### config.mk
export PLATFORM = sky130hd
export DESIGN_NAME = lc3_regfile_sb_flat
export DESIGN_NICKNAME = d
export VERILOG_FILES = /design/src/rtl/lc3_rf_pkg.sv /design/src/rtl/lc3_regfile_sb_if.sv /design/src/rtl/lc3_regfile_sb_cc_gen.sv /design/src/rtl/lc3_regfile_sb.sv /design/src/flat_wrapper.sv
export SDC_FILE = /design/constraint.sdc
export NUM_CORES = 1
export LEC_CHECK = 0
export ABC_AREA = 1
export BUFFER_PORTS_ARGS = -buffer_cell sky130_fd_sc_hd__clkbuf_2
export CELL_PAD_IN_SITES_DETAIL_PLACEMENT = 1
export CELL_PAD_IN_SITES_GLOBAL_PLACEMENT = 2
export CORE_MARGIN = 5
export CORE_UTILIZATION = 33
export CTS_BUF_LIST = sky130_fd_sc_hd__clkbuf_4 sky130_fd_sc_hd__clkbuf_8
export CTS_CLUSTER_DIAMETER = 120
export DETAILED_ROUTE_END_ITERATION = 10
export HOLD_SLACK_MARGIN = 0.05
export PLACE_DENSITY = 0.84
export SLEW_MARGIN = 20
export SYNTH_ARGS = -nofsm -noshare
export SYNTH_HDL_FRONTEND = slang
export SYNTH_SLANG_ARGS = --single-unit
### constraint.sdc
create_clock -name Clk -period 1.4 [get_ports Clk]
set_input_delay 0.07 -clock Clk [delete_from_list [all_inputs] [get_ports Clk]]
set_output_delay 0.07 -clock Clk [all_outputs]
set_load 0.05 [all_outputs]
### src/rtl/lc3_rf_pkg.sv
// Shared constants and condition-code helper for the LC-3 register file and branch unit.
package lc3_rf_pkg;

   localparam logic [2:0] CC_N     = 3'b100;
   localparam logic [2:0] CC_Z     = 3'b010;
   localparam logic [2:0] CC_P     = 3'b001;
   localparam logic [2:0] CC_RESET = CC_Z;

   // Width-independent core of the NZP rule; callers supply the sign bit and a zero flag.
   function automatic logic [2:0] nzp_of(input logic sign, input logic zero);
      if (zero)      return CC_Z;
      else if (sign) return CC_N;
      else           return CC_P;
   endfunction

endpackage

### src/rtl/lc3_regfile_sb_if.sv
// Bus between decode/writeback (master) and the scoreboarded register file (slave).
interface lc3_regfile_sb_if #(
   parameter int DATA_W   = 16,
   parameter int NUM_REGS = 8,
   parameter int NUM_RD   = 3
);
   localparam int AW = $clog2(NUM_REGS);

   logic [NUM_RD*AW-1:0]     rd_addr;
   logic [NUM_RD*DATA_W-1:0] rd_data;
   logic [NUM_RD-1:0]        rd_busy;
   logic                     wr_en;
   logic [AW-1:0]            wr_addr;
   logic [DATA_W-1:0]        wr_data;
   logic                     wr_ld_cc;
   logic                     rsv_en;
   logic [AW-1:0]            rsv_addr;
   logic                     rsv_ack;
   logic [NUM_REGS-1:0]      busy_vec;
   logic [2:0]               cc_nzp;

   modport master (
      output rd_addr, wr_en, wr_addr, wr_data, wr_ld_cc, rsv_en, rsv_addr,
      input  rd_data, rd_busy, rsv_ack, busy_vec, cc_nzp
   );

   modport slave (
      input  rd_addr, wr_en, wr_addr, wr_data, wr_ld_cc, rsv_en, rsv_addr,
      output rd_data, rd_busy, rsv_ack, busy_vec, cc_nzp
   );

endinterface

### src/rtl/lc3_regfile_sb_cc_gen.sv
// Combinational NZP generator; also instantiated by the branch unit.
module lc3_cc_gen
   import lc3_rf_pkg::*;
#(
   parameter int DATA_W = 16
) (
   input  logic [DATA_W-1:0] data,
   output logic [2:0]        nzp
);

   assign nzp = nzp_of(data[DATA_W-1], data == '0);

endmodule

### src/rtl/lc3_regfile_sb.sv
// Scoreboarded LC-3 register file: NUM_RD combinational read ports, one write port, NZP register.
// Define REGFILE_BYPASS_EN to forward the writeback value and released busy bit to same-cycle reads.
module lc3_regfile_sb
   import lc3_rf_pkg::*;
#(
   parameter int DATA_W   = 16,
   parameter int NUM_REGS = 8,
   parameter int NUM_RD   = 3
) (
   input logic              Clk,
   input logic              reset,
   lc3_regfile_sb_if.slave  bus
);

   localparam int AW = $clog2(NUM_REGS);

   logic [DATA_W-1:0]   r_regs [NUM_REGS];
   logic [NUM_REGS-1:0] r_busy;
   logic [2:0]          r_cc;
   logic [2:0]          w_wr_nzp;
   logic                w_rsv_ack;

   // A release by writeback in the same cycle frees the slot for an immediate re-reserve.
   assign w_rsv_ack = bus.rsv_en &&
                      (!r_busy[bus.rsv_addr] || (bus.wr_en && (bus.wr_addr == bus.rsv_addr)));

   assign bus.rsv_ack  = w_rsv_ack;
   assign bus.busy_vec = r_busy;
   assign bus.cc_nzp   = r_cc;

   lc3_cc_gen #(.DATA_W(DATA_W)) u_cc_gen (
      .data (bus.wr_data),
      .nzp  (w_wr_nzp)
   );

   always_ff @(posedge Clk) begin
      if (reset) begin
         // NOTE: the array is flops, not RAM, so it can and must be cleared by reset.
         r_regs <= '{default: '0};
         r_busy <= '0;
         r_cc   <= CC_RESET;
      end else begin
         if (bus.wr_en) begin
            r_regs[bus.wr_addr] <= bus.wr_data;
            r_busy[bus.wr_addr] <= 1'b0;
            if (bus.wr_ld_cc) r_cc <= w_wr_nzp;
         end
         // NOTE: with non-blocking assignments the last one wins, so reserve overrides release.
         if (w_rsv_ack) r_busy[bus.rsv_addr] <= 1'b1;
      end
   end

   for (genvar k = 0; k < NUM_RD; k++) begin : g_rd
      logic [AW-1:0] w_addr;
      assign w_addr = bus.rd_addr[k*AW +: AW];
`ifdef REGFILE_BYPASS_EN
      logic w_fwd;
      assign w_fwd = bus.wr_en && (w_addr == bus.wr_addr);
      assign bus.rd_data[k*DATA_W +: DATA_W] = w_fwd ? bus.wr_data : r_regs[w_addr];
      assign bus.rd_busy[k]                  = w_fwd ? 1'b0 : r_busy[w_addr];
`else
      assign bus.rd_data[k*DATA_W +: DATA_W] = r_regs[w_addr];
      assign bus.rd_busy[k]                  = r_busy[w_addr];
`endif
   end

endmodule

### src/flat_wrapper.sv
// flat-port wrapper written by rule: the top's interface ports become plain ports
module lc3_regfile_sb_flat import lc3_rf_pkg::*;
#(
   parameter int DATA_W   = 16,
   parameter int NUM_REGS = 8,
   parameter int NUM_RD   = 3
)
  (Clk, reset, bus_rd_addr, bus_wr_en, bus_wr_addr, bus_wr_data, bus_wr_ld_cc, bus_rsv_en, bus_rsv_addr, bus_rd_data, bus_rd_busy, bus_rsv_ack, bus_busy_vec, bus_cc_nzp);
  lc3_regfile_sb_if #(.DATA_W(DATA_W), .NUM_REGS(NUM_REGS), .NUM_RD(NUM_RD)) bus_i ();
  input logic Clk;
  input logic reset;
  input wire logic [$bits(bus_i.rd_addr)-1:0] bus_rd_addr;
  input wire logic [$bits(bus_i.wr_en)-1:0] bus_wr_en;
  input wire logic [$bits(bus_i.wr_addr)-1:0] bus_wr_addr;
  input wire logic [$bits(bus_i.wr_data)-1:0] bus_wr_data;
  input wire logic [$bits(bus_i.wr_ld_cc)-1:0] bus_wr_ld_cc;
  input wire logic [$bits(bus_i.rsv_en)-1:0] bus_rsv_en;
  input wire logic [$bits(bus_i.rsv_addr)-1:0] bus_rsv_addr;
  output wire logic [$bits(bus_i.rd_data)-1:0] bus_rd_data;
  output wire logic [$bits(bus_i.rd_busy)-1:0] bus_rd_busy;
  output wire logic [$bits(bus_i.rsv_ack)-1:0] bus_rsv_ack;
  output wire logic [$bits(bus_i.busy_vec)-1:0] bus_busy_vec;
  output wire logic [$bits(bus_i.cc_nzp)-1:0] bus_cc_nzp;
  assign bus_i.rd_addr = bus_rd_addr;
  assign bus_i.wr_en = bus_wr_en;
  assign bus_i.wr_addr = bus_wr_addr;
  assign bus_i.wr_data = bus_wr_data;
  assign bus_i.wr_ld_cc = bus_wr_ld_cc;
  assign bus_i.rsv_en = bus_rsv_en;
  assign bus_i.rsv_addr = bus_rsv_addr;
  assign bus_rd_data = bus_i.rd_data;
  assign bus_rd_busy = bus_i.rd_busy;
  assign bus_rsv_ack = bus_i.rsv_ack;
  assign bus_busy_vec = bus_i.busy_vec;
  assign bus_cc_nzp = bus_i.cc_nzp;
  lc3_regfile_sb #(.DATA_W(DATA_W), .NUM_REGS(NUM_REGS), .NUM_RD(NUM_RD)) u_core (.Clk(Clk), .reset(reset), .bus(bus_i));
endmodule
==> results.sh <==
export IMPL_status="finished, violations left"
export IMPL_violations="setup timing"
export IMPL_endpoint_kind="output pin"
export IMPL_synth_top_family_by_area="compound AO/OA/AOI/OAI gates"
export IMPL_dp_cells=1694
export IMPL_p_per_area_nw_per_um2=952.5
export IMPL_critical_path_most_common_cell="o21ai_1"
export IMPL_min_path_type="in -> reg"
export IMPL_synthXorXnorAreaFrac_pct=0.3127
export IMPL_clock_latency_ns=0.46
export IMPL_grt_pass1_wl_um=58080
export IMPL_yosysUniqueCellTypes=28
export IMPL_antenna_cells=0
export IMPL_cts_tree="yes"
export IMPL_root_buffer="clkbuf_8"
export IMPL_design_area_um2=11790
export IMPL_cp_max_fo=4
export IMPL_place_area_um2=10630
export IMPL_die_width_um=169.6
export IMPL_instances_no_fill=1745
export IMPL_ys_async_sr_fraction_pct=0
export IMPL_fin_skew_ns=0.005694
export IMPL_synth_compound_area_share_pct=40.22
export IMPL_routed_wl_um=37530
export IMPL_fin_util_pct=46.97
export IMPL_core_um2=25110
export IMPL_layout_commonest_cell="o21ai_0"
export IMPL_seq_area_frac_synth_pct=33.11
export IMPL_rrSetupSlack_ns=0.09
export IMPL_p_leak_nw=4.453
export IMPL_path_cells="inv_4 -> a21oi_2 -> o21ai_1 -> o21ai_1 -> nor2_1 -> a31oi_2 -> buf_12"
export IMPL_path_class="reg -> out"
export IMPL_synth_nets=1320
export IMPL_cts_sinks=139
export IMPL_synthAdderAreaFrac_pct=0
export IMPL_synthMuxAreaShare_pct=0
export IMPL_initial_utilization_pct=33.47
export IMPL_hpwl_um=26090
export IMPL_drcViolationCount=0
export IMPL_p_total_mw=11.23
export IMPL_worst_pin_slew_ns=0.4653
export IMPL_critPathLaunchType="flip-flop"
export IMPL_die_height_um=169.6
export IMPL_dieArea_um2=28760
export IMPL_drt_iter0_markers=844
export IMPL_period_share_pct=124.3
export IMPL_gp_congestion=0.8741
export IMPL_maxCapViolCount=0
export IMPL_yosys_warnings=0
export IMPL_cp_slowest_cell="dfxtp_2"
export IMPL_cts_buffers=17
export IMPL_num_rows=58
export IMPL_vias_per_cell=5.712
export IMPL_syn_area_per_cell_um2=6.544
export IMPL_synthSimpleGateAreaFrac_pct=15.20
export IMPL_vias=9967
export IMPL_layout_drive_gt1_share_pct=31.38
export IMPL_numPortBuffers=98
export IMPL_synth_enable_flop_cells=0
export IMPL_maxSlewViolCount=0
export IMPL_synth_top_flop_cell="dfxtp_1"
export IMPL_clkTransAtPathRegs_ns=0.10
export IMPL_htreeDepth=4
export IMPL_layout_common_cells="o21ai_0, nor2_1, a21oi_1"
export IMPL_grt_max_degree=87
export IMPL_grt_overflow_total=0
export IMPL_peakVddDrop_mv=0.5049
export IMPL_detail_route_antenna_nets=0
export IMPL_area_delta_synth_final_pct=40.35
export IMPL_finalSetupViolations=52
export IMPL_required_ns=1.33
export IMPL_post_place_ws_ns=-0.1074
export IMPL_synthCells=1284
export IMPL_wl_per_cell_um=21.51
export IMPL_cp_arrival_ns=1.67
export IMPL_io_pins=99
export IMPL_maxClockFrequency_ghz=0.5748
export IMPL_grt_pass1_vias=9903
export IMPL_gr_usage_all_layers_pct=25.75
export IMPL_postSynthRegisterBits=139
export IMPL_cts_max_path_buffers=2
export IMPL_nFillCells=3172
export IMPL_slowest_delay_ns=0.34
export IMPL_antenna_found_initial=0
export IMPL_min_period_ns=1.740
export IMPL_syn_area_um2=8403
export IMPL_setup_ws_ns=-0.3398
export IMPL_hold_viol=0
export IMPL_dr_pass1_iters=5
export IMPL_nNetsFinal=1440
export IMPL_rsz0062_at_grt="yes"
export IMPL_relSlewSlack_pct=68.91
[area by class of cell]
cell class / count / area [µm²] / share of cell area, %
Multi-Input combinational cell: 942 / 5334 / 45.23
Clock inverter: 12 / 148.9 / 1.262
Tap cell: 330 / 412.9 / 3.501
Timing Repair Buffer: 216 / 2451 / 20.78
Sequential cell: 139 / 2846 / 24.14
Clock buffer: 18 / 247.7 / 2.101
Inverter: 88 / 352.8 / 2.992
[worst paths after layout]
path / startpoint / depth (start not counted) / end
max: u_core.r_regs[43] / 7 / bus_rd_data[43]
min: bus_wr_data[9] / 4 / u_core.r_regs[89]
min reg2reg: u_core.bus.cc_nzp[2] / 2 / u_core.bus.cc_nzp[2]
max reg2reg: u_core.bus.busy_vec[6] / 8 / u_core.bus.busy_vec[2]
[cells in the mapped netlist, types with 4 or more instances]
| cell | instances | area, µm² |
|---|---|---|
| o21ai_0 | 308 | 1541 |
| a21oi_1 | 203 | 1016 |
| nor2_1 | 191 | 716.9 |
| dfxtp_1 | 139 | 2783 |
| nand2_1 | 73 | 274.0 |
| inv_1 | 63 | 236.5 |
| clkbuf_1 | 53 | 198.9 |
| a31oi_1 | 51 | 319.1 |
| o211ai_1 | 51 | 382.9 |
| buf_2 | 36 | 180.2 |
| o21ai_1 | 19 | 95.09 |
| buf_6 | 12 | 135.1 |
| clkinv_1 | 12 | 45.04 |
| inv_2 | 12 | 45.04 |
| nand3_1 | 11 | 55.05 |
| buf_4 | 10 | 75.07 |
| nand4_1 | 8 | 50.05 |
| nor2_4 | 6 | 67.56 |
| nor3_1 | 6 | 30.03 |
| buf_1 | 4 | 15.01 |
[flip-flops by register name (all words and copies together), names as in the netlist]
register / cells
u_core.r_regs: 128
u_core.bus.busy_vec: 8
u_core.bus.cc_nzp: 3
[report_power, final]
part	switching, mW	total [mW]	internal (mW)
Clock	1.77	3.55	1.78
Sequential	0.134	4.23	4.09
Combinational	2.12	3.46	1.34
[timing repair]
action | 4_1_cts | 5_1_grt
gates resized for setup | 214 | 84
pin swaps | 49 | 60
setup buffers | 5 | 2
endpoints found under the hold margin | 77 | 0
hold buffers | 15 | 0
endpoints found under the setup margin | 53 | 60
[through the flow]
| step | hold slack (ns) | setup TNS [ns] |
|---|---|---|
| after floorplan | 0.2382 | -0.9563 |
| after global placement | 0.3975 | -0.2563 |
| after detailed placement | 0.4254 | -0.5163 |
| after CTS | 0.05087 | -15.13 |
| after global routing | 0.05970 | -18.34 |
| final | 0.05467 | -13.93 |
[critical path, delay by kind of cell (launching register included)]
family | cells | cell delay [ns]
simple gates | 1 | 0.09
flops | 1 | 0.34
buf+inv | 2 | 0.23
compound gates | 4 | 0.55
[cell families (layout without fill, tap and decap cells)]
logic type,count (synthesis),count (layout)
flops,139,139
xor+xnor,3,3
buf+inv,203,334
simple gates,304,304
compound gates,635,635
[per-layer routing]
metal	track usage (%)	routed length, µm	vias up	share of wire, %
li1	-	-	4714	-
met1	36.96	17670	4913	47
met3	3.098	1783	55	4.8
met2	40.88	17250	285	46
met5	0	0	-	0
met4	7.105	827	0	2.2
(Power assumes the default switching activity.)
